===== src/rtl/sub_pkg.sv =====
`default_nettype none
// ----------------------------------------------------------------------------
// sub_pkg : shared types for the serial subtractor datapath
// Rev 1.0
// ----------------------------------------------------------------------------
package sub_pkg;

  typedef enum logic [1:0] {
    IDLE = 2'd0,
    RUN  = 2'd1,
    DONE = 2'd2
  } state_t;

  localparam int SLICE_W = 2;

endpackage
`default_nettype wire


===== src/rtl/sub_2_slice.sv =====
`default_nettype none
// ----------------------------------------------------------------------------
// sub_2_slice : combinational 2-bit borrow-ripple subtractor
// Rev 1.0
// ----------------------------------------------------------------------------
module sub_2_slice (
  input  logic [1:0] a,
  input  logic [1:0] b,
  input  logic       bin,
  output logic [1:0] diff,
  output logic       bout
);

  logic w_b0;

  assign diff[0] = a[0] ^ b[0] ^ bin;
  assign w_b0    = (~a[0] & b[0]) | (~(a[0] ^ b[0]) & bin);
  assign diff[1] = a[1] ^ b[1] ^ w_b0;
  assign bout    = (~a[1] & b[1]) | (~(a[1] ^ b[1]) & w_b0);

endmodule
`default_nettype wire


===== src/rtl/subtractor_8_serial.sv =====
`default_nettype none
// ----------------------------------------------------------------------------
// subtractor_8_serial : diff = a - b - bin, two bits per clock through one slice
// Rev 1.0
// ----------------------------------------------------------------------------
module subtractor_8_serial
  import sub_pkg::*;
#(
  parameter int WIDTH = 8
) (
  input  logic             clk,
  input  logic             rst,
  input  logic [WIDTH-1:0] a,
  input  logic [WIDTH-1:0] b,
  input  logic             bin,
  input  logic             start,
  output logic             busy,
  output logic             done,
  output logic [WIDTH-1:0] diff,
  output logic             bout
);

  localparam int NSLICE = WIDTH / SLICE_W;
  localparam int CW     = (NSLICE > 1) ? $clog2(NSLICE) : 1;
  localparam int AW     = (WIDTH > SLICE_W) ? WIDTH - SLICE_W : SLICE_W;
  localparam logic [CW-1:0] LAST = CW'(NSLICE - 1);

  state_t             r_state;
  logic [WIDTH-1:0]   r_a;
  logic [WIDTH-1:0]   r_b;
  logic               r_borrow;
  logic [CW-1:0]      r_cnt;
  logic [AW-1:0]      r_acc;

  logic [SLICE_W-1:0] w_d;
  logic               w_bo;
  logic [AW-1:0]      w_acc_next;
  logic [WIDTH-1:0]   w_word;

  sub_2_slice u_slice (
    .a    (r_a[SLICE_W-1:0]),
    .b    (r_b[SLICE_W-1:0]),
    .bin  (r_borrow),
    .diff (w_d),
    .bout (w_bo)
  );

  // Partial result fills from the MSB end, so after the last slice the
  // accumulator already sits in the low bits of the final word.
  generate
    if (WIDTH == SLICE_W) begin : g_one_slice
      assign w_word     = w_d;
      assign w_acc_next = '0;
    end else if (AW == SLICE_W) begin : g_two_slices
      assign w_word     = {w_d, r_acc};
      assign w_acc_next = w_d;
    end else begin : g_many_slices
      assign w_word     = {w_d, r_acc};
      assign w_acc_next = {w_d, r_acc[AW-1:SLICE_W]};
    end
  endgenerate

  always_ff @(posedge clk or posedge rst) begin
    if (rst) begin
      r_state  <= IDLE;
      r_a      <= '0;
      r_b      <= '0;
      r_borrow <= 1'b0;
      r_cnt    <= '0;
      r_acc    <= '0;
      busy     <= 1'b0;
      done     <= 1'b0;
      diff     <= '0;
      bout     <= 1'b0;
    end else begin
      done <= 1'b0;
      case (r_state)
        IDLE, DONE: begin
          if (start) begin
            r_a      <= a;
            r_b      <= b;
            r_borrow <= bin;
            r_cnt    <= '0;
            r_acc    <= '0;
            busy     <= 1'b1;
            r_state  <= RUN;
          end else begin
            busy    <= 1'b0;
            r_state <= IDLE;
          end
        end
        RUN: begin
          r_a      <= r_a >> SLICE_W;
          r_b      <= r_b >> SLICE_W;
          r_borrow <= w_bo;
          r_cnt    <= r_cnt + CW'(1);
          r_acc    <= w_acc_next;
          if (r_cnt == LAST) begin
            diff    <= w_word;
            bout    <= w_bo;
            busy    <= 1'b0;
            done    <= 1'b1;
            r_state <= DONE;
          end
        end
        default: begin
          busy    <= 1'b0;
          r_state <= IDLE;
        end
      endcase
    end
  end

endmodule
`default_nettype wire

===== config.mk =====
export PLATFORM = sky130hd
export DESIGN_NAME = subtractor_8_serial
export DESIGN_NICKNAME = d
export VERILOG_FILES = /design/src/rtl/sub_pkg.sv /design/src/rtl/sub_2_slice.sv /design/src/rtl/subtractor_8_serial.sv
export SDC_FILE = /design/constraint.sdc
export NUM_CORES = 1
export LEC_CHECK = 0
export CAP_MARGIN = 20
export CELL_PAD_IN_SITES_DETAIL_PLACEMENT = 1
export CELL_PAD_IN_SITES_GLOBAL_PLACEMENT = 2
export CORE_MARGIN = 1.5
export CORE_UTILIZATION = 31
export DETAILED_ROUTE_END_ITERATION = 10
export PLACE_DENSITY = 0.86
export SETUP_SLACK_MARGIN = 0.3
export SKIP_CTS_REPAIR_TIMING = 1
export SLEW_MARGIN = 20
export SYNTH_ARGS = -nofsm -noshare
export SYNTH_HDL_FRONTEND = slang
export SYNTH_HIERARCHICAL = 1
export SYNTH_SLANG_ARGS = --single-unit

===== constraint.sdc =====
create_clock -name clk -period 1.7 [get_ports clk]
set_clock_uncertainty 0.2 [all_clocks]
set_input_delay 0.34 -clock clk [delete_from_list [all_inputs] [get_ports clk]]
set_output_delay 0.34 -clock clk [all_outputs]
set_load 0.02 [all_outputs]

==> flow_metrics.py, run 1 <==
metrics = {
    "run_status": {
        "status": "finished with violations",
        "violations": "negative setup slack",
    },
    "global_route": {
        "grt_max_degree": 39,
        "grt_usage": 0.129,
        "antenna_found_initial": 0,
        "grt_pass1_wl_um": 6270,
        "first_global_vias": 1340,
        "grt_overflow_total": 0,
    },
    "setup_path": {
        "worstSetupPathType": "reg -> reg",
        "r2r-end": "diff[7]",
        "path_max_fanout": 2,
        "critPathCaptureType": "register",
        "r2r_cells": 5,
        "r2r-start": "r_a[0]",
        "startpoint": "r_a[0]",
        "cp-start-kind": "register",
        "cp.required_ps": 1680,
        "regToRegSetupSlack_ps": -180,
        "crit_path_end": "diff[7]",
        "cp.arrival_ps": 1850,
    },
    "route": {
        "drc_errors": 0,
        "drt_iter0_drc": 21,
        "viasPerCell": 4.78,
        "wire_per_inst_um": 14.6,
        "routed_wl_um": 3960,
        "first_pass_iters": 2,
        "vias": 1300,
        "drtAntennaViolNets": 0,
    },
    "floorplan": {
        "core_sq_mm": 0.00564,
        "ios": 31,
        "die-area_sq_mm": 0.00645,
        "rows": 27,
        "start_util": 0.328,
        "die_h_um": 80.3,
        "die_w_um": 80.3,
    },
    "final_layout": {
        "syn2layout_area_growth_pct": 33.4,
        "drive_gt1_frac": 0.330,
        "final_cell_area_sq_mm": 0.00247,
        "antenna_cells": 0,
        "final_nets": 223,
        "post-route-util": 0.438,
        "nFillCells": 606,
    },
    "clock_tree": {
        "cts_inserted_buffers": 5,
        "clockBufferDepth": 2,
        "cts_max_level": 2,
        "clk_transition_reported_paths_ps": 70,
        "cts_sinks": 38,
        "cts_root_buffer": "clkbuf_8",
        "clk_latency_ps": 290,
        "cts_tree": "done",
    },
    "timing": {
        "period_share": 1.10,
        "setup_viol": 3,
        "slew_headroom": 0.781,
        "tns_ps": -287,
        "maxSlewViolCount": 0,
        "fin_ws_ps": -177,
        "worst_pin_slew_ps": 328,
        "max_freq_ghz": 0.533,
        "layout_min_cycle_time_ps": 1880,
        "rsz0062_at_grt": "true",
        "hold_viol": 0,
        "fin_hold_ws_ps": 238,
    },
    "power": {
        "p_int_uw": 2860,
        "switching_power_uw": 1730,
        "switching_share": 0.377,
        "comb_power_share": 0.518,
        "pwr-share-clk": 0.126,
        "leakagePower_uw": 0.00110,
        "power.density_mw_per_mm2": 1860,
        "p_seq_frac": 0.356,
        "ir_drop_uv": 668,
        "p_total_uw": 4590,
    },
    "synthesis": {
        "synthCells": 158,
        "yosys_warnings": 6,
        "synth_cell_types": 30,
        "async_flop_share": 1.00,
        "synth_common_cells": "dfrtp_1 (38), mux2i_1 (10), o21ai_0 (10)",
        "synth_area_sq_mm": 0.00185,
        "yosysTopAreaCellShare": 0.514,
        "yosysMostFrequentCell": "dfrtp_1",
        "syn_nets": 181,
        "synth_area_leaders": "dfrtp_1 (51%), mux2_4 (7.3%), mux2i_1 (5.4%), mux2_2 (3.0%), a211oi_1 (2.8%)",
        "synth_edf_count": 0,
        "synth_top_cell_by_area": "dfrtp_1",
        "synth_sequential_area_ratio": 0.514,
        "postSynthAreaPerCell_sq_um": 11.7,
        "synth-main-ff-cell": "dfrtp_1",
        "synth_seq_cells": 38,
    },
    "flow_run": {
        "drv_cap": 0,
    },
    "place": {
        "dpl-instance-area_sq_mm": 0.00228,
        "hpwlAfterDp_um": 2620,
        "port_buffers": 30,
        "place_congestion": 0.716,
    },
    "worst_hold_path": {
        "hp-class": "in -> async",
    },
}
## state kept, by name, summed over array words and instances (netlist names)
name      flops
bout          1
busy          1
diff          8
done          1
r_a           8
r_acc         6
r_b           8
r_borrow      1
r_cnt         2
r_state       2
## routing by layer
metal	GRT usage	up-vias	wire, um
li1	-	633	-
met2	0.201	26	1890
met4	0.0672	0	75
met1	0.163	636	1820
met5	0	-	0
met3	0.0364	5	178
## how the worst min path moves through the flow
stage               cells after the start  startpoint  endpoint
finish                                  3         rst    r_b[0]
global route                            3         rst   diff[3]
CTS                                     3         rst    r_b[0]
floorplan                               1         rst      bout
detailed placement                      1    r_cnt[1]  r_cnt[1]
global placement                        2      r_a[3]    r_a[3]
## power groups by stage
stage	Combinational (uW)	Clock [uW]	Sequential [uW]
after global placement	2080	0	1620
after detailed placement	2140	0	1650
after global routing	2610	637	1680
final	2380	580	1630
after floorplan	1420	0	1700
after CTS	2150	601	1630
## stage by stage
step,cells,worst slack [ps]
floorplan,158,-114
global placement,260,-129
detailed placement,260,-193
CTS,267,-212
global route,272,-220
finish,272,-177
## layout by cell type, fill, tap and decap left out, drive strengths merged, types with 6 or more instances in the layout
cell and count:
nor2 6, nand2b 8, a21oi 7, nand2 7, a211oi 7, mux2i 10
inv 8, mux2 14, buf 19, nor2b 9, clkdlybuf4s50 18, clkbuf 14
dfrtp 38, o21ai 10
## final cells by class
cell class,count,area [sq um],area share
inverters,9,45.0,0.0182
multi-input cells,101,866,0.350
flip-flops and latches,38,951,0.385
repair buffers,45,443,0.179
well taps,72,90.1,0.0365
clock buffers,7,76.3,0.0309
## worst max-delay path: stages, from the launching register on
cell and delay, ps:
dfrtp_1 370, inv_2 50, fa_2 380, inv_2 60, fa_2 430, mux2_4 280
## cell families (layout without fill, tap and decap cells)
kind of cell,count (synthesis),count (layout),synth area share
simple gates,39,39,0.124
fa+ha+maj,3,3,0.0284
xor+xnor,1,1,0.00473
buf+inv,19,61,0.0568
flops,38,38,0.514
mux,24,24,0.157
compound gates,34,34,0.115
Power figures use the tool's default switching activity.
==> inputs of run 2 (changes only) <==
==> constraint.sdc (replaced) <==
create_clock -name clk -period 1.7 [get_ports clk]
set_clock_uncertainty 0.2 [all_clocks]
set_input_delay 0.425 -clock clk [delete_from_list [all_inputs] [get_ports clk]]
set_output_delay 0.425 -clock clk [all_outputs]
set_load 0.02 [all_outputs]
==> run 2 against run 1 <==
- the flow still finishes with violations (negative setup slack)
- sequential cell count unchanged
- clock power increased by 0.9%
- non-clock buffer count increased by 13
- setup slack got worse by 9.1 ps
- critical path depth unchanged
- global-route usage increased by 0.70 points
- worst hold slack improved by 82 ps
- sequential share of layout area decreased by 2.5 points
- fmax decreased by 0.48%
==> flow_metrics.py, run 2 (synthesis results as in run 1) <==
metrics = {
    "timing": {
        "slew_headroom": 0.796,
        "period_share": 1.11,
        "max_freq_ghz": 0.530,
        "maxSlewViolCount": 0,
        "rsz0062_at_grt": "true",
        "fin_ws_ps": -186,
        "layout_min_cycle_time_ps": 1890,
        "setup_viol": 2,
        "hold_viol": 0,
        "worst_pin_slew_ps": 305,
    },
    "route": {
        "vias": 1355,
        "drc_errors": 0,
        "first_pass_iters": 4,
        "drt_iter0_drc": 18,
        "drtAntennaViolNets": 0,
        "viasPerCell": 4.75,
        "routed_wl_um": 4100,
        "wire_per_inst_um": 14.4,
    },
    "global_route": {
        "antenna_found_initial": 0,
        "globalRoute.busiestLayer": "met2",
        "use_met3": 0.0386,
        "grt_pass1_wl_um": 6650,
        "met1_usage": 0.173,
        "grt_usage": 0.136,
        "first_global_vias": 1402,
        "use_met2": 0.214,
        "grt_max_degree": 39,
        "grt_overflow_total": 0,
    },
    "clock_tree": {
        "cts_max_level": 2,
        "cts_sinks": 38,
        "clk_latency_ps": 290,
        "clockBufferDepth": 2,
        "cts_inserted_buffers": 5,
        "cts_root_buffer": "clkbuf_8",
        "clk_transition_reported_paths_ps": 70,
        "cts_tree": "done",
    },
    "setup_path": {
        "cp.arrival_ps": 1860,
        "cp.required_ps": 1670,
        "max_stage_delay_ps": 430,
        "cp-start-kind": "register",
        "cp_common_cell": "inv_2",
        "worstSetupPathType": "reg -> reg",
        "crit_slowest_cell": "fa_1",
        "critPathCaptureType": "register",
        "crit_chain": "inv_2, fa_2, inv_2, fa_1, mux2_4",
        "path_max_fanout": 2,
    },
    "floorplan": {
        "die_h_um": 80.3,
        "rows": 27,
        "core_sq_mm": 0.00564,
        "ios": 31,
        "die_w_um": 80.3,
        "start_util": 0.328,
        "die-area_sq_mm": 0.00645,
    },
    "flow_run": {
        "drv_cap": 0,
    },
    "final_layout": {
        "final_cell_mix": "dfrtp_1 (38), buf_4 (22), clkdlybuf4s50_1 (18), buf_6 (12), mux2_4 (10)",
        "final_cell_area_sq_mm": 0.00264,
        "antenna_cells": 0,
        "nFillCells": 614,
        "drive_gt1_frac": 0.380,
        "top_regs": "diff x8, r_a x8, r_b x8",
        "stdcell_count": 285,
        "multi_input_area_sq_um": 885,
        "syn2layout_area_growth_pct": 42.6,
        "layout_commonest_cell": "dfrtp_1",
        "layout.area.seq_sq_um": 951,
        "final_nets": 236,
    },
    "power": {
        "power.density_mw_per_mm2": 1860,
        "leakagePower_uw": 0.00118,
        "ir_drop_uv": 744,
    },
    "place": {
        "port_buffers": 30,
        "dpl-instance-area_sq_mm": 0.00229,
        "place_inst": 262,
        "hpwlAfterDp_um": 2690,
        "place_ws_ps": -179,
        "place_congestion": 0.742,
    },
    "run_status": {
        "status": "finished with violations",
        "violations": "negative setup slack",
    },
    "worst_hold_path": {
        "hp-class": "in -> async",
    },
}
## run 2: changes by cell type in the layout (fill, tap and decap cells not counted), sizes merged
cell | before | now
buf | 19 | 38
clkbuf | 14 | 8
## run 2: layout make-up
cell class	count	share of cell area
clock buffer	7	0.0289
inverter	9	0.0171
tap	72	0.0341
timing repair buffer	58	0.225
sequential	38	0.360
multi-input combinational	101	0.335
## run 2: power by group
group	internal [uW]	total, uW	switching, uW
logic	1530	2680	1150
registers	1330	1660	331
clock network	282	585	303
total	3140	4920	1780
## run 2: worst max-delay path: cells and delay by family (launching register included)
family / cells / cell delay, ps
buf+inv: 2 / 120
mux: 1 / 280
flops: 1 / 360
fa+ha+maj: 2 / 810
## run 2: final timing paths
kind / end / from / slack (ps) / depth (start not counted)
worst max-delay path: diff[7] / r_a[0] / -190 / 5
min in group clk: r_a[6] / r_a[6] / 330 / 1
worst min register to register: r_a[6] / r_a[6] / 330 / 1
worst min-delay path: r_borrow / rst / 320 / 3
max in group asynchronous: busy / rst / 790 / 3
worst max register to register: diff[7] / r_a[0] / -190 / 5
## run 2: layer usage
metal  part of all wire  vias to the layer above
li1                   -                      658
met1               0.45                      661
met2               0.49                       29
met3              0.037                        7
met4              0.016                        0
met5                  0                        -
## run 2: stage by stage
stage | hold WS (ps) | utilization | power (uW) | setup TNS (ps)
2_1_floorplan | 191 | - | 3110 | -184
3_3_place_gp | 284 | 0.405 | 3690 | -2440
3_5_place_dp | 295 | 0.405 | 3780 | -2790
4_1_cts | 314 | 0.419 | 4380 | -2390
5_1_grt | 332 | 0.468 | 5310 | -522
6_report | 320 | 0.468 | 4920 | -306
==> inputs of run 3 (changes only) <==
--- a/config.mk
+++ b/config.mk
@@ -5,6 +5,7 @@
 export SDC_FILE = /design/constraint.sdc
 export NUM_CORES = 1
 export LEC_CHECK = 0
+export ABC_CLOCK_PERIOD_IN_PS = 1700
 export CAP_MARGIN = 20
 export CELL_PAD_IN_SITES_DETAIL_PLACEMENT = 1
 export CELL_PAD_IN_SITES_GLOBAL_PLACEMENT = 2
==> results of run 3 <==
Final layout, timing and power as in run 2 (identical DEF).
